`config.mk`:
```
export PLATFORM = sky130hd
export DESIGN_NAME = fan_pid_sequencer
export DESIGN_NICKNAME = d
export VERILOG_FILES = /design/src/rtl/fan_pid_sequencer.sv
export SDC_FILE = /design/constraint.sdc
export NUM_CORES = 1
export LEC_CHECK = 0
export ABC_AREA = 1
export CORE_AREA = 3 3 118 97
export CTS_CLUSTER_SIZE = 20
export DETAILED_ROUTE_END_ITERATION = 6
export DIE_AREA = 0 0 121 100
export PLACE_DENSITY = 0.86
export SLEW_MARGIN = 20
export SYNTH_ARGS = -nofsm -noshare
export SYNTH_HDL_FRONTEND = slang
export SYNTH_SLANG_ARGS = --single-unit
```
`constraint.sdc`:
```
create_clock -name clk_i -period 1.5 [get_ports clk_i]
set_clock_uncertainty 0.05 [all_clocks]
set_input_delay 0.3 -clock clk_i [delete_from_list [all_inputs] [get_ports clk_i]]
set_output_delay 0.3 -clock clk_i [all_outputs]
set_load 0.02 [all_outputs]
```
`src/rtl/fan_pid_sequencer.sv`:
```
// Per-sample sequencer for the fan PID loop: sample-period tick, ADC handshake, PID step strobe,
// output capture and duty mapping, with shadowed coefficients that commit at sample boundaries.
module fan_pid_sequencer #(
    parameter int ADC_BITWIDTH      = 8,
    parameter int REG_BITWIDTH      = 5,
    parameter int PRESCALE_BITWIDTH = 16,
    parameter int ADC_TIMEOUT       = 255,
    parameter int OUT_POLARITY      = 1
) (
    input  logic                         clk_i,
    input  logic                         rstn_i,
    input  logic                         en_i,
    input  logic [PRESCALE_BITWIDTH-1:0] period_i,
    output logic                         adc_req_o,
    input  logic                         adc_valid_i,
    input  logic [ADC_BITWIDTH-1:0]      adc_data_i,
    output logic [ADC_BITWIDTH-1:0]      adc_value_o,
    input  logic                         coef_wr_i,
    input  logic [2:0]                   coef_addr_i,
    input  logic [REG_BITWIDTH-1:0]      coef_data_i,
    output logic [REG_BITWIDTH-1:0]      a1_o,
    output logic [REG_BITWIDTH-1:0]      a0_o,
    output logic [REG_BITWIDTH-1:0]      b0_o,
    output logic [REG_BITWIDTH-1:0]      b1_o,
    output logic [REG_BITWIDTH-1:0]      b2_o,
    output logic                         clk_en_PID_o,
    input  logic [ADC_BITWIDTH:0]        pid_val_i,
    output logic [ADC_BITWIDTH-1:0]      duty_o,
    output logic                         duty_valid_o,
    output logic                         adc_timeout_o,
    output logic                         overrun_o
);

    localparam int TMR_W = (ADC_TIMEOUT < 2) ? 1 : $clog2(ADC_TIMEOUT + 1);
    localparam int NCOEF = 5;

    typedef enum logic [2:0] {
        IDLE      = 3'd0,
        WAIT_TICK = 3'd1,
        REQ       = 3'd2,
        STEP      = 3'd3,
        CAPTURE   = 3'd4
    } state_t;

    state_t                                 state_reg;
    logic [PRESCALE_BITWIDTH-1:0]           cnt_reg;
    logic [TMR_W-1:0]                       tmr_reg;
    logic [NCOEF-1:0][REG_BITWIDTH-1:0]     shadow_reg;
    logic [NCOEF-1:0][REG_BITWIDTH-1:0]     active_reg;
    logic                                   req_reg;
    logic                                   stb_reg;
    logic                                   dv_reg;
    logic                                   to_reg;
    logic                                   ov_reg;
    logic [ADC_BITWIDTH-1:0]                value_reg;
    logic [ADC_BITWIDTH-1:0]                duty_reg;

    logic                                   tick;
    logic                                   busy;
    logic [ADC_BITWIDTH+1:0]                pid_ext;
    logic [ADC_BITWIDTH+1:0]                pid_neg;
    logic [ADC_BITWIDTH-1:0]                duty_next;

    always_comb begin
        tick    = (cnt_reg == '0);
        busy    = (state_reg == REQ) || (state_reg == STEP) || (state_reg == CAPTURE);
        pid_ext = {pid_val_i[ADC_BITWIDTH], pid_val_i};
        // Negating at two extra bits keeps -2^ADC_BITWIDTH representable so it can saturate.
        pid_neg   = '0 - pid_ext;
        duty_next = '0;
        if (OUT_POLARITY != 0) begin
            if (pid_val_i[ADC_BITWIDTH])
                duty_next = pid_neg[ADC_BITWIDTH] ? '1 : pid_neg[ADC_BITWIDTH-1:0];
        end else begin
            if (!pid_val_i[ADC_BITWIDTH])
                duty_next = pid_val_i[ADC_BITWIDTH-1:0];
        end
    end

    always_ff @(posedge clk_i or negedge rstn_i) begin
        if (!rstn_i) begin
            shadow_reg <= '0;
        end else if (coef_wr_i) begin
            for (int i = 0; i < NCOEF; i++) begin
                if (coef_addr_i == 3'(i))
                    shadow_reg[i] <= coef_data_i;
            end
        end
    end

    always_ff @(posedge clk_i or negedge rstn_i) begin
        if (!rstn_i) begin
            state_reg  <= IDLE;
            cnt_reg    <= '0;
            tmr_reg    <= '0;
            active_reg <= '0;
            req_reg    <= 1'b0;
            stb_reg    <= 1'b0;
            dv_reg     <= 1'b0;
            to_reg     <= 1'b0;
            ov_reg     <= 1'b0;
            value_reg  <= '0;
            duty_reg   <= '0;
        end else begin
            stb_reg <= 1'b0;
            dv_reg  <= 1'b0;
            to_reg  <= 1'b0;
            ov_reg  <= 1'b0;
            if (!en_i) begin
                state_reg <= IDLE;
                req_reg   <= 1'b0;
            end else if (state_reg == IDLE) begin
                cnt_reg   <= period_i;
                state_reg <= WAIT_TICK;
            end else begin
                cnt_reg <= tick ? period_i : cnt_reg - PRESCALE_BITWIDTH'(1);
                // A tick that arrives mid-sequence is reported and dropped.
                if (tick && busy)
                    ov_reg <= 1'b1;
                case (state_reg)
                    WAIT_TICK: begin
                        if (tick) begin
                            active_reg <= shadow_reg;
                            req_reg    <= 1'b1;
                            tmr_reg    <= '0;
                            state_reg  <= REQ;
                        end
                    end
                    REQ: begin
                        if (adc_valid_i) begin
                            value_reg <= adc_data_i;
                            req_reg   <= 1'b0;
                            stb_reg   <= 1'b1;
                            state_reg <= STEP;
                        end else if (tmr_reg == TMR_W'(ADC_TIMEOUT - 1)) begin
                            req_reg   <= 1'b0;
                            to_reg    <= 1'b1;
                            state_reg <= WAIT_TICK;
                        end else begin
                            tmr_reg <= tmr_reg + TMR_W'(1);
                        end
                    end
                    STEP: begin
                        state_reg <= CAPTURE;
                    end
                    CAPTURE: begin
                        duty_reg  <= duty_next;
                        dv_reg    <= 1'b1;
                        state_reg <= WAIT_TICK;
                    end
                    default: begin
                        state_reg <= IDLE;
                    end
                endcase
            end
        end
    end

    assign adc_req_o     = req_reg;
    assign adc_value_o   = value_reg;
    assign clk_en_PID_o  = stb_reg;
    assign duty_o        = duty_reg;
    assign duty_valid_o  = dv_reg;
    assign adc_timeout_o = to_reg;
    assign overrun_o     = ov_reg;
    assign a1_o          = active_reg[0];
    assign a0_o          = active_reg[1];
    assign b0_o          = active_reg[2];
    assign b1_o          = active_reg[3];
    assign b2_o          = active_reg[4];

endmodule

```
Word-level counts from Yosys, hierarchy flattened --
Index checks and enable logic that the tools add are counted.
Storage, ports and cells: memories kept 0, memory bits (read-only) 0, register bits after elaboration 98, bits of input ports 46, word-level logic and storage cells 95, output and inout bits 46, memory bits (writable) 0, latch bits 0
Cells by class: bitwise gates (word level) 1, add/subtract/negate cells 3, shift-type cells 0, muxes and demuxes 35, div/mod/pow operators 0, order comparisons 0, multiply operators 0, reduce and logical (&&, ||, !) cells 18, equality and inequality tests 18
Operator list (number):
- 8-bit two-way mux | 5
- 16-bit two-way mux | 2
- 1-bit two-way mux | 20
- 16-bit zero test | 1
- 8-bit case mux with 2 select lines | 1
- 16-bit by 1-bit subtractor with 16-bit output, second input constant | 1
- 3-bit two-way mux | 5
- 3-bit by 2-bit equality test with 1-bit output, second input constant | 4
- 3-bit case mux with 4 select lines | 1
- 2-bit AND reduction | 6
- 4-bit AND reduction | 3
- 1-bit by 9-bit subtractor with 9-bit output, first input constant | 1
- 8-bit by 1-bit adder with 8-bit output, second input constant | 1
- 8-bit equality test, second input constant | 1
- 2-bit != test, second input constant | 4
- 3-bit by 1-bit equality test with 1-bit output, second input constant | 2
- 3-bit equality test, second input constant | 2
- 3-bit zero test | 2
- 6-bit AND reduction | 1
- 5-bit by 3-bit != test with 1-bit output, second input constant | 1
- 4-bit by 3-bit != test with 1-bit output, second input constant | 1
- 4-bit != test, second input constant | 1
- 3-bit by 1-bit != test with 1-bit output, second input constant | 1
- 3-bit != test, second input constant | 1
- 6 further kinds | 7

Logic depth before layout (Yosys ltp) --
Gate-level depths: netlist (run 1).
depth in word-level cells 7, depth in mapped cells 11, depth with buffers taken out 10

Worst setup path before layout (run 1) --
Ideal clock, no wire load.
path kind reg2reg, start point register cnt_reg[0], end point register active_reg, in the netlist a0_o[3], stages on the path, launching flop included 9, arrival time 1441 ps, clock period less this slack 1617 ps, buffers on the path 1, library setup time 126 ps, setup slack -117 ps, path through dfrtp_1 -> inv_1 -> ha_1 -> nand2_1 -> nor2_2 -> nand2_4 -> nor3_4 -> buf_4 -> o21ai_0
On the way: cells in the longest elaborated chain, start to end 2
RTL lines:
- start, declared | line 46 | logic [PRESCALE_BITWIDTH-1:0] cnt_reg;
- start signal, assigned | line 113 | cnt_reg <= period_i;
- start signal, assigned | line 116 | cnt_reg <= tick ? period_i : cnt_reg - PRESCALE_BITWIDTH'(1);
- 16-bit zero test | line 65 | tick = (cnt_reg == '0);
- 4-bit AND reduction (no source line)
- end signal, assigned | line 123 | active_reg <= shadow_reg;
- end, declared | line 49 | logic [NCOEF-1:0][REG_BITWIDTH-1:0] active_reg;
No other way between the ends. A chain may end at the register's enable or synchronous reset.

Worst setup path after layout (run 1) --
start point register cnt_reg[0], end point register cnt_reg[1]
On the way: cells in the longest elaborated chain, start to end 3
RTL lines:
- 16-bit by 1-bit subtractor with 16-bit output / 16-bit zero test (equally long branches) | line 116, 65
- 16-bit two-way mux (*) | line 116
- 16-bit two-way mux (*) | line 112 | end else if (state_reg == IDLE) begin
Every way passes the cells marked *; elsewhere a longest branch is shown, timed or not.

==> results.yml, run 1 <==
clocking:
  cts_sinks: 98
  htree_levels: 3
  clk_latency_ns: 0.34
  clkTransAtPathRegs_ns: 0.06
  cts_tree: "built"
  clock_tree.buffer_depth: 2
  cts_root_buffer: "clkbuf_16"
  cts_buffers: 9
sta:
  slew_headroom_pct: 75.44
  finalCritPeriodShare_pct: 115.2
  rsz0062_at_grt: "yes"
  whs_ns: 0.3705
  finalMaxSlewViolations: 0
  hold_viol: 0
  setup-tns-final_ns: -8.613
  fmax_mhz: 578.7
  min_period_ns: 1.728
  worstMarginPinSlew_ns: 0.3684
  setup_slack_ns: -0.2281
  finalSetupViolCount: 50
die:
  initial_utilization_pct: 46.96
  rows: 33
  die_h_um: 100
  design.core.area_um2: 10280
  fp.dieW_um: 121
  die-area_um2: 12100
  io_pins: 92
yosys:
  synth_area_leader_cell: "dfrtp_1"
  syn_area_per_cell_um2: 7.689
  synth_top_area_share_pct: 50.79
  synth_common_cells: "230 x nand2_1, 98 x dfrtp_1, 80 x inv_1"
  post-synth-top-count-cell: "nand2_1"
  yosysWarnings: 0
  netlist-cell-type-count: 30
  synth_nets: 679
  synthCells: 628
  async_flop_share_pct: 100.0
  synth.area.top_cells: "dfrtp_1 51%, nand2_1 18%, inv_1 6.2%, o21ai_0 5.6%, nand3_1 4.5%"
  synth_edf_count: 0
  syn_area_um2: 4828
  seq_area_frac_synth_pct: 50.79
  synth_flop_cell: "dfrtp_1"
  ys_ff_latch: 98
flow_run:
  cap_viol_max_count: 0
critical_path:
  crit_path_frequent_cell: "nand2_4"
  rrSetupSlack_ns: -0.23
  start_kind: "register"
  startpoint: "cnt_reg[0]$_DFFE_PN0P_"
  crit_slowest_cell: "dfrtp_1"
  critPathTopFamily: "simple AND/OR/NAND/NOR gates"
  worstPathArrival_ns: 1.90
  cp-end-kind: "register"
  worst-path-buf-inv: 3
  r2r_end: "cnt_reg[1]$_DFFE_PN0P_"
  timing.rr.start: "cnt_reg[0]$_DFFE_PN0P_"
  cp_cell_sequence: "inv_2 > ha_4 > nand2_4 > nor2_4 > nand2_4 > buf_4 > nand2_8 > clkinvlp_4 > nor2_2 > o21ai_1"
  slowest_delay_ns: 0.40
  critPathKind: "reg2reg"
  cp_max_fo: 6
  reg2reg_depth: 10
  crit_required_ns: 1.67
place:
  gp_congestion: 0.9472
  port_buffers: 91
  place_area_um2: 6401
  hpwl_um: 9179
status:
  outcome: "finished with violations"
  violations: "negative setup slack"
global_route:
  grt_use_total_pct: 24.54
  grt_pass1_wl_um: 23960
  antenna_found_initial: 0
  overflow: 0
  grt_pass1_vias: 4875
  grt_max_degree: 39
finish:
  multi_input_area_um2: 2352
  largest_reg_flops: 25
  fin_util_pct: 71.00
  final_cell_area_um2: 7300
  nets: 859
  diodes: 0
  syn_to_final_growth_pct: 51.18
  n_fill_cell: 736
  regArea_um2: 2452
  drive_above_1_share_pct: 26.45
route:
  dr.pass1.iters: 5
  vias_per_cell: 5.378
  drt_wl_total_um: 15600
  wl_per_cell_um: 16.37
  via_count: 5125
  drtIter0Drc: 448
  drc_errors: 0
  ant_nets: 0
power_and_ir_drop:
  leakage_nw: 3.710
  p_per_area_nw_per_um2: 1440
  power_w: 0.01051
  irDropWorstVdd_mv: 0.7359
worst_hold_path:
  min_path_type: "in2async"
## worst max path at each step
stage / endpoint / cells past startpoint
floorplan: a0_o[4]$_DFFE_PN0P_ / 8
global placement: duty_o[4]$_DFFE_PN0P_ / 10
detailed placement: duty_o[4]$_DFFE_PN0P_ / 10
CTS: cnt_reg[1]$_DFFE_PN0P_ / 10
global route: cnt_reg[1]$_DFFE_PN0P_ / 10
finish: cnt_reg[1]$_DFFE_PN0P_ / 10
## cells by family after synthesis
kind of cell    synth area share, %
fa+ha+maj                     1.296
buf+inv                       7.929
compound gates                8.059
xor+xnor                      1.088
simple gates                  30.84
flops                         50.79
## cell usage in the layout (no fill, tap or decap), types with 8 or more instances in the layout
cell type / instances
nor2_1: 28
a21oi_1: 9
inv_1: 72
clkbuf_16: 10
o21ai_0: 31
nor2_2: 17
nand3_1: 35
nand2_1: 195
clkdlybuf4s50_1: 44
dfrtp_1: 98
nand3_2: 8
o21ai_2: 23
buf_4: 71
dlygate4sd2_1: 46
nand2_2: 32
buf_6: 8
## per-layer routing
layer	share of wire (%)	global-route usage, %	routed length, µm	up-vias
li1	-	-	-	2333
met5	0	0	0	-
met1	40	32.80	6196	2410
met2	48	39.92	7529	321
met3	9.3	5.465	1448	61
met4	2.7	8.188	423	0
## timing repair
| action | 4_1_cts | 5_1_grt |
|---|---|---|
| pin swaps | 7 | 11 |
| hold buffers | 1 | 0 |
| setup buffers | 8 | 8 |
| setup endpoints to repair | 95 | 69 |
| endpoints found under the hold margin | 22 | 0 |
| resized for setup | 102 | 74 |
| cloned | 8 | 1 |
## through the flow
step | setup WS [ns] | instances
2_1_floorplan | -0.1073 | 628
3_3_place_gp | -0.2723 | 916
3_5_place_dp | -0.3499 | 916
4_1_cts | -0.1902 | 949
5_1_grt | -0.3199 | 953
6_report | -0.2281 | 953
## worst register-to-register path: cells and delay by family, from the launching register on
kind / cells / cell delay (ns)
compound gates: 1 / 0.07
fa+ha+maj: 1 / 0.16
buf+inv: 3 / 0.46
flops: 1 / 0.40
simple gates: 5 / 0.46
## power by group
group | total (W) | internal [W] | switching (W) | leakage, nW
Sequential | 0.00362 | 0.00320 | 0.000418 | 1.16
Clock | 0.00235 | 0.00131 | 0.00104 | 0.148
Combinational | 0.00454 | 0.00198 | 0.00257 | 2.40
Total | 0.0105 | 0.00649 | 0.00402 | 3.71
## cell type report
type | instances | area share [%]
Clock inverter | 7 | 1.046
Sequential cell | 98 | 33.60
Clock buffer | 9 | 3.085
Timing Repair Buffer | 180 | 23.28
Inverter | 81 | 4.268
Tap cell | 140 | 2.400
Timing Repair inverter | 1 | 0.1028
Multi-Input combinational cell | 437 | 32.22
(Power assumes the default switching activity.)
==> run 2, diff against run 1 <==
==> constraint.sdc (replaced) <==
create_clock -name clk_i -period 1.5 [get_ports clk_i]
set_clock_uncertainty 0.05 [all_clocks]
set_input_delay 0.45 -clock clk_i [delete_from_list [all_inputs] [get_ports clk_i]]
set_output_delay 0.45 -clock clk_i [all_outputs]
set_load 0.02 [all_outputs]
==> results.yml, run 2 (synthesized netlist as in run 1, its figures left out) <==
die:
  io_pins: 92
  initial_utilization_pct: 46.96
  die_h_um: 100
  die-area_um2: 12100
  rows: 33
  design.core.area_um2: 10280
  fp.dieW_um: 121
power_and_ir_drop:
  clockPowerShare_pct: 23.3
  combPwrFrac_pct: 42.0
  switchingPower_w: 0.004068
  switching_share_pct: 38.98
  leakage_nw: 3.724
  p_per_area_nw_per_um2: 1452
  p_int_w: 0.006369
  power_w: 0.01044
  power_frac_seq_pct: 34.7
  irDropWorstVdd_mv: 0.8654
route:
  drc_errors: 0
  wl_per_cell_um: 16.62
  via_count: 4955
  dr.pass1.iters: 5
  vias_per_cell: 5.227
  drt_wl_total_um: 15760
  drtIter0Drc: 350
  ant_nets: 0
global_route:
  overflow: 0
  grt_max_degree: 73
  grt_pass1_wl_um: 22580
  antenna_found_initial: 0
  grt_use_total_pct: 23.24
  grt_pass1_vias: 4776
finish:
  syn_to_final_growth_pct: 48.87
  largest_reg_flops: 25
  n_fill_cell: 728
  final_cell_mix: "193 x nand2_1, 98 x dfrtp_1, 69 x inv_1, 69 x buf_4, 39 x buf_2"
  drive_above_1_share_pct: 31.81
  final_common_cell: "nand2_1"
  diodes: 0
  nets: 854
critical_path:
  cp_max_fo: 4
  start_kind: "register"
  worstPathArrival_ns: 1.93
  crit_required_ns: 1.69
  r2r_end: "tmr_reg[5]$_DFFE_PN0P_"
  timing.rr.start: "tmr_reg[0]$_DFFE_PN0P_"
  critPathKind: "reg2reg"
  cp-end-kind: "register"
  rrSetupSlack_ns: -0.24
  reg2reg_depth: 8
clocking:
  cts_tree: "built"
  cts_root_buffer: "clkbuf_16"
  ctsHoldBuffers: 0
  cts_sinks: 98
  clock_tree.buffer_depth: 2
  cts_buffers: 9
  clkTransAtPathRegs_ns: 0.08
  htree_levels: 3
  clk_latency_ns: 0.36
sta:
  finalSetupViolCount: 53
  hold_viol: 0
  finalCritPeriodShare_pct: 116.1
  finalMaxSlewViolations: 0
  setup-tns-final_ns: -6.506
  setup_slack_ns: -0.2409
  slew_headroom_pct: 68.51
  rsz0062_at_grt: "yes"
  worstMarginPinSlew_ns: 0.4681
  min_period_ns: 1.741
  fmax_mhz: 574.4
status:
  outcome: "finished with violations"
  violations: "negative setup slack"
place:
  port_buffers: 91
  gp_congestion: 0.9236
  hpwl_um: 9016
worst_hold_path:
  min_path_type: "in2async"
flow_run:
  cap_viol_max_count: 0
==> run 2: cell type report <==
cell class	count	area (µm²)	share of cell area [%]
Timing Repair Buffer	174	1520	21.15
Clock inverter	7	83.83	1.166
Tap cell	140	175.2	2.437
Inverter	81	309.0	4.299
Multi-Input combinational cell	438	2415	33.59
Sequential cell	98	2452	34.12
Timing Repair inverter	1	7.507	0.1044
Clock buffer	9	225.2	3.133
==> run 2: what timing repair did <==
action	4_1_cts	5_1_grt
pin swaps	10	20
setup buffers	4	4
gates resized for setup	193	122
endpoints found under the setup margin	115	112
cloned	4	3
==> run 2: per-stage QoR <==
step	cell area, µm²	hold slack, ns	instances	setup slack (ns)	util [%]
2_1_floorplan	4853	0.1044	628	-0.1073	-
3_3_place_gp	6411	0.4164	917	-0.4118	62.36
3_5_place_dp	6411	0.4187	917	-0.4598	62.36
4_1_cts	6864	0.08324	941	-0.1679	66.76
5_1_grt	7188	0.09062	948	-0.3010	69.92
6_report	7188	0.05279	948	-0.2409	69.92
==> run 2: how the worst max path moves through the flow <==
stage / from / end / slack [ns] / cells past startpoint
after floorplan: cnt_reg[4]$_DFFE_PN0P_ / a0_o[4]$_DFFE_PN0P_ / -0.11 / 8
after global placement: pid_val_i[0] / duty_o[6]$_DFFE_PN0P_ / -0.41 / 11
after detailed placement: pid_val_i[0] / duty_o[6]$_DFFE_PN0P_ / -0.46 / 11
after CTS: cnt_reg[1]$_DFFE_PN0P_ / cnt_reg[1]$_DFFE_PN0P_ / -0.17 / 10
after global routing: tmr_reg[0]$_DFFE_PN0P_ / tmr_reg[5]$_DFFE_PN0P_ / -0.30 / 8
final: tmr_reg[0]$_DFFE_PN0P_ / tmr_reg[5]$_DFFE_PN0P_ / -0.24 / 8
==> run 2: power groups by stage <==
stage	combinational, W	clock, W	sequential, W
5_1_grt	0.00477	0.00254	0.00368
3_5_place_dp	0.00387	0	0.00360
2_1_floorplan	0.00173	0	0.00384
4_1_cts	0.00401	0.00243	0.00357
6_report	0.00438	0.00243	0.00363
3_3_place_gp	0.00371	0	0.00358
==> run 2: critical path, cell delays in order (launching register included) <==
cell	delay (ns)
dfrtp_1	0.45
inv_2	0.10
ha_1	0.16
nand3b_1	0.19
nor2_2	0.25
nor2_4	0.07
buf_4	0.17
nand3_1	0.11
nand2_1	0.07
==> run 2: per-layer routing <==
layer  vias to the layer above  track usage [%]  wire, µm  share of wire (%)
li1                       2322                -         -                  -
met1                      2324            30.23      6184                 39
met2                       245            38.22      7583                 48
met3                        64            5.239      1301                8.3
met4                         0            8.798       689                4.4
met5                         -                0         0                  0
